`src/rtl/sample_memory_ctrl.sv`:
```
// sample_memory_ctrl: records strobed PCM samples into a single-port BRAM and plays them back.
// Define LOOP_PLAYBACK_EN to repeat playback indefinitely instead of stopping after the last sample.
module sample_memory_ctrl #(
    parameter int unsigned DEPTH      = 65536,
    parameter int unsigned ADDR_W     = 16,
    parameter int unsigned RD_LATENCY = 2
) (
    input  logic              clk_in,
    input  logic              rst_in,
    input  logic              record_in,
    input  logic              ready_in,
    input  logic [7:0]        mic_in,
    output logic [ADDR_W-1:0] bram_addr_out,
    output logic [7:0]        bram_din_out,
    output logic              bram_we_out,
    input  logic [7:0]        bram_dout_in,
    output logic [7:0]        data_out,
    output logic              data_valid_out,
    output logic              full_out,
    output logic [ADDR_W:0]   length_out
);
    localparam int unsigned CntW = (RD_LATENCY > 0) ? $clog2(RD_LATENCY + 1) : 1;
    localparam logic [ADDR_W:0] DepthLen = (ADDR_W+1)'(DEPTH);

    typedef enum logic [2:0] {StIdle, StRecord, StPlay, StWaitRd, StDone} state_e;

    state_e            state_q, state_d;
    logic [ADDR_W-1:0] wr_ptr_q, wr_ptr_d;
    logic [ADDR_W-1:0] rd_ptr_q, rd_ptr_d;
    logic [CntW-1:0]   rd_cnt_q, rd_cnt_d;
    logic [ADDR_W:0]   length_q, length_d;
    logic              full_q, full_d;
    logic [ADDR_W-1:0] addr_q, addr_d;
    logic [7:0]        din_q, din_d;
    logic              we_q, we_d;
    logic [7:0]        data_q, data_d;
    logic              valid_q, valid_d;
    logic [ADDR_W:0]   rd_next;

    assign rd_next = {1'b0, rd_ptr_q} + (ADDR_W+1)'(1);

    always_comb begin
        state_d  = state_q;
        wr_ptr_d = wr_ptr_q;
        rd_ptr_d = rd_ptr_q;
        rd_cnt_d = rd_cnt_q;
        length_d = length_q;
        full_d   = full_q;
        addr_d   = addr_q;
        din_d    = din_q;
        we_d     = 1'b0;
        data_d   = data_q;
        valid_d  = 1'b0;

        unique case (state_q)
            StIdle: begin
                if (record_in) begin
                    state_d = StRecord;
                end else if (length_q != '0) begin
                    state_d  = StPlay;
                    rd_ptr_d = '0;
                end
            end
            StRecord: begin
                if (!record_in) begin
                    state_d = StIdle;
                end else if (ready_in) begin
                    // Monitor passthrough continues even once the buffer is full.
                    data_d  = mic_in;
                    valid_d = 1'b1;
                    if (length_q < DepthLen) begin
                        addr_d   = wr_ptr_q;
                        din_d    = mic_in;
                        we_d     = 1'b1;
                        wr_ptr_d = wr_ptr_q + ADDR_W'(1);
                        length_d = length_q + (ADDR_W+1)'(1);
                        if (length_d == DepthLen) begin
                            full_d = 1'b1;
                        end
                    end
                end
            end
            StPlay: begin
                if (record_in) begin
                    state_d = StRecord;
                end else if (ready_in) begin
                    addr_d   = rd_ptr_q;
                    rd_cnt_d = '0;
                    state_d  = StWaitRd;
                end
            end
            StWaitRd: begin
                if (record_in) begin
                    state_d = StRecord;
                end else if (rd_cnt_q == CntW'(RD_LATENCY)) begin
                    data_d  = bram_dout_in;
                    valid_d = 1'b1;
                    if (rd_next == length_q) begin
                        rd_ptr_d = '0;
`ifdef LOOP_PLAYBACK_EN
                        state_d  = StPlay;
`else
                        state_d  = StDone;
`endif
                    end else begin
                        rd_ptr_d = rd_next[ADDR_W-1:0];
                        state_d  = StPlay;
                    end
                end else begin
                    rd_cnt_d = rd_cnt_q + CntW'(1);
                end
            end
            StDone: begin
                data_d = '0;
                if (record_in) begin
                    state_d = StRecord;
                end
            end
            default: state_d = StIdle;
        endcase

        // Every entry into recording starts a fresh take; an in-flight read is simply dropped.
        if (state_q != StRecord && state_d == StRecord) begin
            length_d = '0;
            wr_ptr_d = '0;
            full_d   = 1'b0;
        end
    end

    always_ff @(posedge clk_in or negedge rst_in) begin
        if (!rst_in) begin
            state_q  <= StIdle;
            wr_ptr_q <= '0;
            rd_ptr_q <= '0;
            rd_cnt_q <= '0;
            length_q <= '0;
            full_q   <= 1'b0;
            addr_q   <= '0;
            din_q    <= '0;
            we_q     <= 1'b0;
            data_q   <= '0;
            valid_q  <= 1'b0;
        end else begin
            state_q  <= state_d;
            wr_ptr_q <= wr_ptr_d;
            rd_ptr_q <= rd_ptr_d;
            rd_cnt_q <= rd_cnt_d;
            length_q <= length_d;
            full_q   <= full_d;
            addr_q   <= addr_d;
            din_q    <= din_d;
            we_q     <= we_d;
            data_q   <= data_d;
            valid_q  <= valid_d;
        end
    end

    assign bram_addr_out  = addr_q;
    assign bram_din_out   = din_q;
    assign bram_we_out    = we_q;
    assign data_out       = data_q;
    assign data_valid_out = valid_q;
    assign full_out       = full_q;
    assign length_out     = length_q;

endmodule

```
`config.mk`:
```
export PLATFORM = sky130hd
export DESIGN_NAME = sample_memory_ctrl
export DESIGN_NICKNAME = d
export VERILOG_FILES = /design/src/rtl/sample_memory_ctrl.sv
export SDC_FILE = /design/constraint.sdc
export NUM_CORES = 1
export LEC_CHECK = 0
export BUFFER_PORTS_ARGS = -buffer_cell sky130_fd_sc_hd__buf_4
export CELL_PAD_IN_SITES_DETAIL_PLACEMENT = 1
export CELL_PAD_IN_SITES_GLOBAL_PLACEMENT = 1
export CORE_ASPECT_RATIO = 1.2
export CORE_MARGIN = 3
export CORE_UTILIZATION = 44
export CTS_BUF_LIST = sky130_fd_sc_hd__clkbuf_8 sky130_fd_sc_hd__clkbuf_16
export DETAILED_ROUTE_END_ITERATION = 16
export GPL_ROUTABILITY_DRIVEN = 1
export MAX_ROUTING_LAYER = met4
export PLACE_DENSITY = 0.77
export SETUP_SLACK_MARGIN = 0.2
export SYNTH_ARGS = -nofsm -noshare
export SYNTH_HDL_FRONTEND = slang
export SYNTH_SLANG_ARGS = --single-unit
export TNS_END_PERCENT = 10
```
`constraint.sdc`:
```
create_clock -name clk_in -period 3.8 [get_ports clk_in]
set_input_delay 0.76 -clock clk_in [delete_from_list [all_inputs] [get_ports clk_in]]
set_output_delay 0.76 -clock clk_in [all_outputs]
set_load 0.005 [all_outputs]
```
==> key figures <==
Layout
  – Most frequent cells in the layout: dfrtp_1 (89), buf_4 (85), nand2_1 (77)
  – Antenna cells: 0
  – Layout cells sized above 1: 18.4%
  – Fin nets: 634
  – # fillers: 1292
  – Post-layout util: 53.4%
  – Non-filler instance count after layout: 767
  – Commonest non-fill, non-tap cell in the layout: dfrtp_1
  – Syn-to-layout area delta: 18.3%

Route
  – DRC: 0
  – Antenna Violating Nets Remaining: 0
  – Initial DRC Count: 240
  – First-pass DRT Iterations: 6
  – Vias per cell: 5.78
  – Vias: 4431
  – Drt total wl: 14700 microns
  – Avg WL per Cell: 19.1 microns

STA
  – Setup-failing EPs final: 0
  – RSZ-0062 raised after global routing: no
  – Tmin final: 3.18 ns
  – Final Hold Vio Count: 0
  – Slew Limit Fails: 0
  – Fmax: 0.314 GHz
  – Max_slew headroom: 40.6%
  – Setup TNS: 0 ns
  – Tcrit/Tclk final: 83.7%
  – Slew @ Worst Pin: 0.891 ns
  – Clock Skews: 0.00718 ns

Yosys
  – Synth top area share: 44.5%
  – Asr flop ratio synth: 100%
  – Yosys warnings: 0
  – Syn_nets: 583
  – Register area share after synthesis: 44.5%
  – Most area-hungry cell type in the Yosys netlist: dfrtp_1
  – Most frequently used flop master after synthesis: dfrtp_1
  – Library cells used by synthesis: 59
  – Syn avg cell area: 8.99 sq um
  – Seq cells post-synth: 89
  – Synth area leaders: dfrtp_1 (44%), nand2_1 (5.8%), xor2_1 (4.9%)
  – Number of enable flip-flop cells after synthesis: 0
  – Syn Inst Count: 557
  – Post-Syn Area: 5010 sq um

Place
  – I/O Buffers: 71
  – Placed cells: 748
  – HPWL after DPL: 10600 microns
  – Gpl congestion: 0.924

Global routing
  – Initial antenna violation count: 0
  – First-pass GRT wire length: 24000 microns
  – Total gr overflow: 0
  – Gr usage total: 25.2%
  – Largest net degree at the start of global routing: 52
  – Vias in the first global route: 4660

Die
  – Core area: 11100 sq um
  – Die area: 12700 sq um
  – # IOs: 72
  – Die span in y: 123 microns
  – Initial cell density of the core: 45.1%
  – Std-Cell Rows: 42
  – Die X: 103 microns

Status
  – Status: finished, final reports clean

Critical path
  – FF-to-FF path depth: 9
  – Worst-path fanout max: 13
  – Element type at the critical path end: flop
  – Setup slack, reg-to-reg: 0.62 ns
  – Crit start category: flop
  – WS Path Type: flop to flop
  – RR Startpoint: rd_ptr_q[0]$_DFFE_PN0P_
  – FF-to-FF End: rd_ptr_q[4]$_DFFE_PN0P_
  – WP data arrival: 3.42 ns
  – Required time worst endpoint: 4.03 ns

Clock tree
  – CTS resizes: 0
  – Cts hold-fix bufs: 0
  – Clock slew seen by the registers of the worst setup and hold paths: 0.07 ns
  – H-tree depth: 3
  – Clock buffer count from CTS: 9
  – CTS sink count: 89
  – Clock Tree Buf Depth: 2
  – TritonCTS clock tree: yes
  – CTS Root Cell: clkbuf_16
  – Clk Latency, worst-skew pair: 0.35 ns

Pwr
  – IR drop worst, VDD: 0.000270 V
  – Leak pwr: 0.00273 uW
  – Power Dens Cells: 460 nW/um^2

Hold path
  – Hold crit path type: primary input to asynchronous set/reset pin

Run
  – Max Cap Viol: 0
-- sequential cells by signal, summed over array words and instances, names as in the netlist --
| name | count |
|---|---|
| full_out | 1 |
| rd_ptr_q | 16 |
| data_out | 8 |
| length_out | 17 |
| bram_we_out | 1 |
| bram_din_out | 8 |
| state_q | 3 |
| rd_cnt_q | 2 |
| bram_addr_out | 16 |
| wr_ptr_q | 16 |
| data_valid_out | 1 |
-- metal layers --
metal	vias up	global-route usage, %	wire [microns]
li1	2048	-	-
met1	2229	30.8	6060
met2	128	41.8	7590
met3	26	4.32	673
met4	0	8.50	354
met5	-	-	0
-- cell usage after synthesis (all sizes together) (10+ instances only) --
library cell,number
and3,10
buf,14
clkbuf,31
dfrtp,89
mux2i,17
nand2,77
nand3,30
nand4,19
nor2,66
nor3,12
nor4,11
o21ai,31
xnor2,26
xor2,28
-- power breakdown --
group	internal [uW]	total, uW	leakage [uW]	switching, uW
registers	1070	1180	0.00121	111
logic	329	709	0.00139	381
clock network	442	833	0.000133	391
-- how the worst max path moves through the flow --
| stage | start | to | slack, ns | cells past startpoint |
|---|---|---|---|---|
| 2_1_floorplan | rd_ptr_q[1]$_DFFE_PN0P_ | rd_ptr_q[11]$_DFFE_PN0P_ | 0.99 | 10 |
| 6_report | rd_ptr_q[0]$_DFFE_PN0P_ | rd_ptr_q[4]$_DFFE_PN0P_ | 0.62 | 9 |
| 5_1_grt | rd_ptr_q[0]$_DFFE_PN0P_ | rd_ptr_q[3]$_DFFE_PN0P_ | 0.41 | 10 |
| 3_5_place_dp | rd_ptr_q[0]$_DFFE_PN0P_ | rd_ptr_q[7]$_DFFE_PN0P_ | 0.43 | 8 |
| 4_1_cts | rd_ptr_q[0]$_DFFE_PN0P_ | rd_ptr_q[4]$_DFFE_PN0P_ | 0.39 | 8 |
| 3_3_place_gp | rd_ptr_q[0]$_DFFE_PN0P_ | rd_ptr_q[4]$_DFFE_PN0P_ | 0.55 | 8 |
-- kinds of logic after synthesis --
| family | share of synthesized area, % |
|---|---|
| xor+xnor | 9.45 |
| simple gates | 25.2 |
| flops | 44.5 |
| fa+ha+maj | 1.50 |
| compound gates | 11.4 |
| mux | 3.62 |
| buf+inv | 4.37 |
-- cell type report --
type                    instances  area, sq um  share of cell area (%)
clock buffers                   9          225                    3.80
flip-flops and latches         89         2230                    37.6
inverters                       7         26.3                   0.444
well taps                     154          193                    3.25
clock inverters                 7         46.3                   0.782
repair buffers                 85          638                    10.8
multi-input cells             416         2560                    43.3
-- per-stage QoR --
stage | setup slack, ns | cell area (sq um) | power [uW] | hold slack, ns
2_1_floorplan | 0.986 | 5010 | 1540 | 0.451
3_3_place_gp | 0.552 | 5630 | 1840 | 0.463
3_5_place_dp | 0.433 | 5630 | 1870 | 0.472
4_1_cts | 0.389 | 5900 | 2710 | 0.469
5_1_grt | 0.409 | 5920 | 2870 | 0.495
6_report | 0.618 | 5920 | 2720 | 0.451
-- critical path, cell delays in order (launching register included) --
cell	delay, ns
dfrtp_1	0.50
ha_1	0.42
nand4_2	0.29
nor4_4	0.28
xnor2_1	0.10
or4_4	0.53
nor4_4	0.21
buf_4	0.20
nor2_2	0.14
a221o_1	0.40
-- what timing repair did --
action	CTS	global route
endpoints found under the setup margin	0	12
setup buffers	0	3
endpoints found under the hold margin	0	0
Note: power is estimated with default switching activity, not from simulation.
